File: src/rtl/interleaver_bank_sched.sv
// Ping-pong bank scheduler for the turbo interleaver: arbitrates two RAM banks between
// the CRC-side writer and the permuted reader, generating linear write/read indices.
module interleaver_bank_sched #(
  parameter int unsigned ADDR_W    = 13,
  parameter int unsigned SMALL_LEN = 1056,
  parameter int unsigned LARGE_LEN = 6144
) (
  input  logic              clk_i,
  input  logic              reset_i,
  input  logic              block_size_i,
  input  logic              in_start_i,
  input  logic              in_valid_i,
  input  logic              in_end_i,
  output logic              in_ready_o,
  output logic              wr_en_o,
  output logic              wr_bank_o,
  output logic [ADDR_W-1:0] wr_idx_o,
  output logic              rd_en_o,
  output logic              rd_bank_o,
  output logic [ADDR_W-1:0] rd_idx_o,
  input  logic              out_ready_i,
  output logic              out_valid_o,
  output logic              out_last_o,
  output logic [1:0]        bank_full_o,
  output logic              done_o,
  output logic              proto_err_o
);

  typedef enum logic [1:0] {B_EMPTY, B_FILLING, B_FULL, B_DRAINING} bank_st_e;
  typedef enum logic {W_IDLE, W_FILL} wr_st_e;
  typedef enum logic {R_IDLE, R_READ} rd_st_e;

  localparam logic [ADDR_W-1:0] LEN_S = ADDR_W'(SMALL_LEN);
  localparam logic [ADDR_W-1:0] LEN_L = ADDR_W'(LARGE_LEN);
  localparam logic [ADDR_W-1:0] ONE   = ADDR_W'(1);

  bank_st_e          bst_q [2];
  bank_st_e          bst_d [2];
  logic [ADDR_W-1:0] blen_q [2];
  logic [ADDR_W-1:0] blen_d [2];
  wr_st_e            wst_q, wst_d;
  rd_st_e            rdst_q, rdst_d;
  logic              wbank_q, wbank_d;
  logic [ADDR_W-1:0] wcnt_q, wcnt_d;
  logic [ADDR_W-1:0] wlen_q, wlen_d;
  logic              last_wr_q, last_wr_d;
  logic              oldest_q, oldest_d;
  logic              rbank_q, rbank_d;
  logic [ADDR_W-1:0] ridx_q, ridx_d;
  logic [ADDR_W-1:0] rlen_q, rlen_d;
  logic              perr_q, perr_d;
  logic              ov_q, ol_q, done_q;

  logic [1:0]        empty_c, full_c;
  logic              pick_c, rsel_c, close_c, rd_last_c;
  logic [ADDR_W-1:0] new_len_c, close_len_c;

  // Next-state for writer, reader and per-bank fill state
  always_comb begin
    bst_d       = bst_q;
    blen_d      = blen_q;
    wst_d       = wst_q;
    rdst_d      = rdst_q;
    wbank_d     = wbank_q;
    wcnt_d      = wcnt_q;
    wlen_d      = wlen_q;
    last_wr_d   = last_wr_q;
    oldest_d    = oldest_q;
    rbank_d     = rbank_q;
    ridx_d      = ridx_q;
    rlen_d      = rlen_q;
    perr_d      = perr_q;
    close_c     = 1'b0;
    close_len_c = '0;
    rd_last_c   = 1'b0;
    in_ready_o  = 1'b0;
    wr_en_o     = 1'b0;
    wr_bank_o   = wbank_q;
    wr_idx_o    = '0;
    rd_en_o     = 1'b0;
    empty_c     = {bst_q[1] == B_EMPTY, bst_q[0] == B_EMPTY};
    full_c      = {bst_q[1] == B_FULL, bst_q[0] == B_FULL};
    pick_c      = (&empty_c) ? ~last_wr_q : ~empty_c[0];
    rsel_c      = (&full_c) ? oldest_q : ~full_c[0];
    new_len_c   = block_size_i ? LEN_L : LEN_S;

    case (wst_q)
      W_IDLE: begin
        in_ready_o = |empty_c;
        wr_bank_o  = pick_c;
        if (in_valid_i && in_ready_o) begin
          if (in_start_i) begin
            wr_en_o        = 1'b1;
            wbank_d        = pick_c;
            last_wr_d      = pick_c;
            wlen_d         = new_len_c;
            wcnt_d         = ONE;
            bst_d[pick_c]  = B_FILLING;
            wst_d          = W_FILL;
            if (in_end_i || new_len_c == ONE) begin
              close_c     = 1'b1;
              close_len_c = ONE;
            end
          end else begin
            perr_d = 1'b1;
          end
        end
      end
      W_FILL: begin
        in_ready_o = 1'b1;
        if (in_valid_i) begin
          wr_en_o = 1'b1;
          if (in_start_i) begin
            // restart discards the partial block but keeps the bank
            wlen_d = new_len_c;
            wcnt_d = ONE;
            if (in_end_i || new_len_c == ONE) begin
              close_c     = 1'b1;
              close_len_c = ONE;
            end
          end else begin
            wr_idx_o = wcnt_q;
            wcnt_d   = wcnt_q + ONE;
            if (in_end_i || wcnt_q == wlen_q - ONE) begin
              close_c     = 1'b1;
              close_len_c = wcnt_q + ONE;
            end
          end
        end
      end
      default: ;
    endcase

    if (in_valid_i && !in_ready_o) perr_d = 1'b1;

    if (close_c) begin
      bst_d[wbank_d]  = B_FULL;
      blen_d[wbank_d] = close_len_c;
      wst_d           = W_IDLE;
      if (bst_q[~wbank_d] != B_FULL) oldest_d = wbank_d;
    end

    case (rdst_q)
      R_IDLE: begin
        if (|full_c) begin
          bst_d[rsel_c] = B_DRAINING;
          rbank_d       = rsel_c;
          rlen_d        = blen_q[rsel_c];
          ridx_d        = '0;
          rdst_d        = R_READ;
        end
      end
      R_READ: begin
        rd_en_o = out_ready_i;
        if (rd_en_o) begin
          if (ridx_q == rlen_q - ONE) begin
            rd_last_c      = 1'b1;
            bst_d[rbank_q] = B_EMPTY;
            ridx_d         = '0;
            rdst_d         = R_IDLE;
          end else begin
            ridx_d = ridx_q + ONE;
          end
        end
      end
      default: ;
    endcase
  end

  always_ff @(posedge clk_i) begin
    if (reset_i) begin
      bst_q     <= '{B_EMPTY, B_EMPTY};
      blen_q    <= '{'0, '0};
      wst_q     <= W_IDLE;
      rdst_q    <= R_IDLE;
      wbank_q   <= 1'b0;
      wcnt_q    <= '0;
      wlen_q    <= '0;
      last_wr_q <= 1'b1;
      oldest_q  <= 1'b0;
      rbank_q   <= 1'b0;
      ridx_q    <= '0;
      rlen_q    <= '0;
      perr_q    <= 1'b0;
      ov_q      <= 1'b0;
      ol_q      <= 1'b0;
      done_q    <= 1'b0;
    end else begin
      bst_q     <= bst_d;
      blen_q    <= blen_d;
      wst_q     <= wst_d;
      rdst_q    <= rdst_d;
      wbank_q   <= wbank_d;
      wcnt_q    <= wcnt_d;
      wlen_q    <= wlen_d;
      last_wr_q <= last_wr_d;
      oldest_q  <= oldest_d;
      rbank_q   <= rbank_d;
      ridx_q    <= ridx_d;
      rlen_q    <= rlen_d;
      perr_q    <= perr_d;
      ov_q      <= rd_en_o;
      ol_q      <= rd_last_c;
      done_q    <= rd_last_c;
    end
  end

  assign rd_bank_o   = rbank_q;
  assign rd_idx_o    = ridx_q;
  assign out_valid_o = ov_q;
  assign out_last_o  = ol_q;
  assign done_o      = done_q;
  assign proto_err_o = perr_q;
  assign bank_full_o = {(bst_q[1] == B_FULL) || (bst_q[1] == B_DRAINING),
                        (bst_q[0] == B_FULL) || (bst_q[0] == B_DRAINING)};

endmodule

File: config.mk
export PLATFORM = sky130hd
export DESIGN_NAME = interleaver_bank_sched
export DESIGN_NICKNAME = d
export VERILOG_FILES = /design/src/rtl/interleaver_bank_sched.sv
export SDC_FILE = /design/constraint.sdc
export NUM_CORES = 1
export LEC_CHECK = 0
export ABC_AREA = 1
export CAP_MARGIN = 5
export CORE_MARGIN = 10
export CORE_UTILIZATION = 30
export DETAILED_ROUTE_END_ITERATION = 10
export PLACE_DENSITY = 0.52
export RECOVER_POWER = 25
export SLEW_MARGIN = 15
export SYNTH_ARGS = -nofsm -noshare
export SYNTH_HDL_FRONTEND = slang
export SYNTH_SLANG_ARGS = --single-unit
File: constraint.sdc
create_clock -name clk_i -period 2.05 [get_ports clk_i]
set_input_delay 0.3075 -clock clk_i [delete_from_list [all_inputs] [get_ports clk_i]]
set_output_delay 0.3075 -clock clk_i [all_outputs]
set_load 0.05 [all_outputs]
==> impl_metrics.env, run 1 <==
export IMPL_clock_latency_ns=0.35
export IMPL_synthArstFlopShare=0
export IMPL_finalSetupViolCount=0
export IMPL_max_cap_viol_count=0
export IMPL_drtPass1Iterations=4
export IMPL_irDropWorstVdd_v=0.000415
export IMPL_hp_class="in2reg"
export IMPL_yosysTopAreaCell="dfxtp_1"
export IMPL_antenna_found_initial=0
export IMPL_skew_ns=0.00833
export IMPL_max_slew_margin=0.660
export IMPL_gp_congestion=0.826
export IMPL_syn_nets=753
export IMPL_leakage_nw=2.53
export IMPL_synth_yosys_seq_area_share=0.341
export IMPL_die_h_um=145
export IMPL_power_density_mw_per_mm2=645
export IMPL_htree_levels=3
export IMPL_antenna_cells=0
export IMPL_place_inst=1013
export IMPL_critPathCaptureType="output port"
export IMPL_grt_max_degree=59
export IMPL_cts_sinks=80
export IMPL_cts_hold_fix_buffers=0
export IMPL_nets=828
export IMPL_num_io_pins=44
export IMPL_rows=45
export IMPL_coreArea_mm2=0.0153
export IMPL_cts_max_path_buffers=2
export IMPL_path_clk_slew_ns=0.07
export IMPL_synthFlopType="dfxtp_1"
export IMPL_area_growth_pct=33.8
export IMPL_cp_endpoint="wr_idx_o[10]"
export IMPL_port_buffer_count=43
export IMPL_cts_tree="built"
export IMPL_grt_usage=0.124
export IMPL_netlist_area_leader_share=0.341
export IMPL_routed_via_density=4.59
export IMPL_critical_path_class="in2out"
export IMPL_outcome="completed"
export IMPL_max_freq_ghz=0.499
export IMPL_vias=4746
export IMPL_synthesis_area_mm2=0.00469
export IMPL_hold_start="reset_i"
export IMPL_dieArea_mm2=0.0210
export IMPL_dp_slack_ns=-0.00589
export IMPL_power_total_w=0.00405
export IMPL_min_period_ns=2.00
export IMPL_drt_wirelength_per_cell_um=12.7
export IMPL_routed_wl_um=13200
export IMPL_crit_start="in_valid_i"
export IMPL_syn_area_per_cell_um2=6.32
export IMPL_fin_crit_sh=0.978
export IMPL_worst_setup_path_start_kind="input port"
export IMPL_tightest_slew_ns=0.509
export IMPL_mostFrequentLayoutCell="nand2_1"
export IMPL_finalMaxSlewViolations=0
export IMPL_worstPathArrival_ns=1.70
export IMPL_rsz0062_at_grt="true"
export IMPL_cts_made_buffers=9
export IMPL_gr_total_overflow=0
export IMPL_drive_above_1_share=0.158
export IMPL_layout_common_cells="nand2_1, nor2_1, a21oi_1"
export IMPL_dp_hpwl_um=9800
export IMPL_final_core_util=0.411
export IMPL_worstReg2RegStart="rlen_q[1]"
export IMPL_drcViolationCount=0
export IMPL_synth_area_top_cells="dfxtp_1, nand2_1, nor2_1, a21oi_1, inv_1"
export IMPL_drt_initial_drc_count=208
export IMPL_setup_ws_ns=0.0457
export IMPL_synth_edf_count=0
export IMPL_stdcell_count=1033
export IMPL_ys_types=37
export IMPL_grt_pass1_wl_um=22200
export IMPL_die_w_um=145
export IMPL_critPathRequiredTime_ns=1.74
export IMPL_rr_worst_depth=14
export IMPL_ys_seq_elements=80
export IMPL_cts_root_buf="clkbuf_16"
export IMPL_cp_max_fo=11
export IMPL_ant_nets=0
export IMPL_finalHoldViolations=0
export IMPL_grt_pass1_vias=4403
export IMPL_synth_cells=742
export IMPL_start_util=0.308
export IMPL_yosys_warnings=0
export IMPL_r2r_end="rdst_q"
export IMPL_r2r_setup_slack_ns=0.17
==> worst max-delay path: stages <==
cell and delay [ns]:
clkdlybuf4s50_1 0.50, nand2_1 0.12, nor2_1 0.15, inv_1 0.18
nor2_1 0.25, buf_12 0.17
==> logic make-up (layout without fill, tap and decap cells) <==
kind of cell	after synthesis	after routing	share of synthesized area
xor gates and xnor gates	10	10	0.0187
AOI/OAI and AO/OA	125	125	0.138
buffers and inverters	111	191	0.104
and+or+nand+nor	412	412	0.387
DFF	80	80	0.341
adders and majority gates	4	4	0.0107
==> stage by stage <==
step	cell area [um2]	hold WS [ns]	setup TNS, ns
floorplan	4690	0.414	0
global placement	5820	0.451	0
detailed placement	5820	0.454	-0.00589
CTS	6150	0.443	0
global route	6280	0.448	-0.470
finish	6280	0.443	0
==> synth_stat cells (5+ instances only) <==
| library cell | count |
|---|---|
| nand2_1 | 184 |
| nor2_1 | 116 |
| a21oi_1 | 84 |
| dfxtp_1 | 80 |
| inv_1 | 74 |
| nand3_1 | 50 |
| o21ai_0 | 33 |
| nand4_1 | 22 |
| nor3_1 | 15 |
| clkbuf_1 | 13 |
| xor2_1 | 6 |
| buf_6 | 5 |
| inv_2 | 5 |
==> cell type report <==
type                       count  area [um2]
multi-input combinational    551        2680
timing repair buffer          94        1100
tap                          211         264
clock inverter                 7         101
sequential                    80        1610
clock buffer                   9         225
inverter                      81         304
fill                        1643        8980
==> report_power, final <==
| group | switching [W] | total [W] | internal (W) |
|---|---|---|---|
| Sequential | 0.0000291 | 0.00162 | 0.00159 |
| Combinational | 0.000395 | 0.000652 | 0.000257 |
| Clock | 0.000699 | 0.00178 | 0.00108 |
| Total | 0.00112 | 0.00405 | 0.00293 |
==> sequential cells by signal (all words and copies together), names as in the netlist <==
register	count
rlen_q	13
oldest_q	1
wst_q	1
last_wr_q	1
rd_idx_o	13
out_valid_o	1
blen_q	26
proto_err_o	1
rdst_q	1
done_o	1
bst_q	4
wlen_q	2
rd_bank_o	1
wbank_q	1
wcnt_q	13
==> worst min path at each step <==
stage	cells after the start	endpoint
after floorplan	1	out_valid_o
after global placement	2	blen_q[12]
after detailed placement	2	blen_q[11]
after CTS	3	wcnt_q[11]
after global routing	3	rd_idx_o[11]
final	3	rd_idx_o[6]
==> metal layers <==
layer	up-vias	share of wire	routed length [um]	track usage
li1	2552	-	-	-
met1	2091	0.48	6350	0.155
met2	83	0.46	5990	0.198
met3	20	0.042	555	0.0351
met4	0	0.019	256	0.0445
met5	-	0	0	0
==> repair_timing <==
item | 4_1_cts | 5_1_grt
pin swaps | 0 | 11
gates cloned | 0 | 1
endpoints found under the hold margin | 0 | 0
endpoints found under the setup margin | 3 | 45
setup buffers | 1 | 2
resized for setup | 1 | 28
Power figures use the tool's default switching activity.
==> inputs of run 2 (changes only) <==
--- a/config.mk
+++ b/config.mk
@@ -6,11 +6,11 @@
 export NUM_CORES = 1
 export LEC_CHECK = 0
 export ABC_AREA = 1
-export CAP_MARGIN = 5
+export CAP_MARGIN = 0
 export CORE_MARGIN = 10
-export CORE_UTILIZATION = 30
+export CORE_UTILIZATION = 58
 export DETAILED_ROUTE_END_ITERATION = 10
-export PLACE_DENSITY = 0.52
+export PLACE_DENSITY = 0.86
 export RECOVER_POWER = 25
 export SLEW_MARGIN = 15
 export SYNTH_ARGS = -nofsm -noshare
==> impl_metrics.env, run 2 (same netlist as run 1, synthesis figures left out) <==
export IMPL_grt_pass1_vias=4680
export IMPL_r2r_setup_slack_ns=0.10
export IMPL_power_total_w=0.00329
export IMPL_vias=5187
export IMPL_leakage_nw=2.31
export IMPL_power_density_mw_per_mm2=572
export IMPL_seq_area_mm2=0.00161
export IMPL_hold_start="reset_i"
export IMPL_antenna_cells=0
export IMPL_grt_pass1_wl_um=21300
export IMPL_cts_sinks=80
export IMPL_gp_congestion=0.963
export IMPL_outcome="completed"
export IMPL_drcViolationCount=0
export IMPL_comb_power_share=0.189
export IMPL_hp_class="in2reg"
export IMPL_max_freq_ghz=0.499
export IMPL_routed_via_density=5.74
export IMPL_hold_end="proto_err_o"
export IMPL_power_share_clock=0.317
export IMPL_finalSetupViolCount=0
export IMPL_cts_root_buf="clkbuf_8"
export IMPL_rr_worst_depth=13
export IMPL_ant_nets=0
export IMPL_critical_path_class="reg2out"
export IMPL_drtPass1Iterations=6
export IMPL_worstReg2RegStart="wcnt_q[0]"
export IMPL_die_h_um=110
export IMPL_hold_depth=2
export IMPL_coreArea_mm2=0.00781
export IMPL_min_period_ns=2.00
export IMPL_grt_max_degree=46
export IMPL_setup_ws_ns=0.0452
export IMPL_cts_tree="built"
export IMPL_cp_top_family="buffers and inverters"
export IMPL_irDropWorstVdd_v=0.000376
export IMPL_skew_ns=0.0173
export IMPL_worst_setup_path_start_kind="flip-flop"
export IMPL_stdcell_count=904
export IMPL_gr_total_overflow=0
export IMPL_finalMaxSlewViolations=0
export IMPL_area_growth_pct=22.3
export IMPL_max_slew_margin=0.572
export IMPL_max_cap_viol_count=0
export IMPL_slowest_delay_ns=0.86
export IMPL_seqPwrFrac=0.494
export IMPL_grt_usage=0.214
export IMPL_fin_crit_sh=0.978
export IMPL_mostFrequentLayoutCell="nand2_1"
export IMPL_cp_cell_sequence="clkdlybuf4s50_1"
export IMPL_critPathRequiredTime_ns=1.74
export IMPL_power_internal_w=0.00225
export IMPL_largest_reg_flops=26
export IMPL_dieArea_mm2=0.0121
export IMPL_cts_max_path_buffers=2
export IMPL_htree_levels=3
export IMPL_r2r_end="blen_q[9]"
export IMPL_worstPathArrival_ns=1.70
export IMPL_cts_made_buffers=9
export IMPL_antenna_found_initial=0
export IMPL_nFillCells=613
export IMPL_nets=808
export IMPL_clock_latency_ns=0.37
export IMPL_path_clk_slew_ns=0.09
export IMPL_start_util=0.601
export IMPL_cp_max_fo=7
export IMPL_multi_input_area_mm2=0.00270
export IMPL_drt_wirelength_per_cell_um=14.9
export IMPL_switching_share=0.316
export IMPL_p_sw_w=0.00104
export IMPL_critPathCaptureType="output port"
export IMPL_layout_common_cells="nand2_1, nor2_1, a21oi_1"
export IMPL_dp_slack_ns=-0.0168
export IMPL_drt_initial_drc_count=634
export IMPL_rows=32
export IMPL_finalHoldViolations=0
export IMPL_port_buffer_count=43
export IMPL_drive_above_1_share=0.143
export IMPL_cp_buffers_inverters=1
export IMPL_dp_hpwl_um=9550
export IMPL_num_io_pins=44
export IMPL_place_inst=880
export IMPL_routed_wl_um=13500
export IMPL_regMostFlops="blen_q"
export IMPL_final_core_util=0.735
export IMPL_rsz0062_at_grt="true"
export IMPL_die_w_um=110
export IMPL_tightest_slew_ns=0.638
export IMPL_cp_slowest_cell="clkdlybuf4s50_1"
==> run 2: power by group through the flow <==
stage                     Sequential (W)  Clock (W)  Combinational (W)
after floorplan                  0.00167          0           0.000392
after global placement           0.00166          0           0.000550
after detailed placement         0.00166          0           0.000569
after CTS                        0.00162    0.00104           0.000573
after global routing             0.00163    0.00111           0.000674
final                            0.00162    0.00104           0.000620
==> run 2: how the worst max path moves through the flow <==
stage	slack, ns	from	to	depth (start not counted)
floorplan	0.1	rd_idx_o[1]	rd_idx_o[10]	10
global placement	0.008	rlen_q[2]	bst_q[0]	10
detailed placement	-0.02	rlen_q[2]	bst_q[0]	10
CTS	0.003	rd_idx_o[2]	rd_idx_o[2]	1
global route	-0.02	rlen_q[0]	rd_idx_o[7]	14
finish	0.05	rd_idx_o[9]	rd_idx_o[9]	1
==> run 2: cell type report <==
cell class,count,area share
clock buffer,11,0.0229
clock inverter,5,0.00588
inverter,81,0.0530
multi-input combinational,552,0.471
sequential,80,0.280
tap,102,0.0222
timing repair buffer,73,0.146
==> run 2: what timing repair did <==
action | in CTS | in global routing
setup buffers | 0 | 4
setup endpoints to repair | 1 | 63
resized for setup | 1 | 43
gates cloned | 0 | 4
pin swaps | 0 | 11
hold buffers | 0 | 0
==> run 2: metal layers <==
layer / global-route usage / up-vias / share of wire
met4: 0.0641 / 0 / 0.018
met1: 0.267 / 2375 / 0.41
li1: - / 2506 / -
met3: 0.0503 / 38 / 0.085
met2: 0.357 / 268 / 0.48
met5: 0 / - / 0
==> run 2: metrics by stage <==
| step | instance area (um2) | hold slack [ns] | setup TNS [ns] |
|---|---|---|---|
| 6_report | 5740 | 0.310 | 0 |
| 5_1_grt | 5740 | 0.306 | -0.139 |
| 4_1_cts | 5580 | 0.305 | 0 |
| 3_5_place_dp | 5420 | 0.452 | -0.0347 |
| 3_3_place_gp | 5420 | 0.451 | 0 |
| 2_1_floorplan | 4690 | 0.414 | 0 |
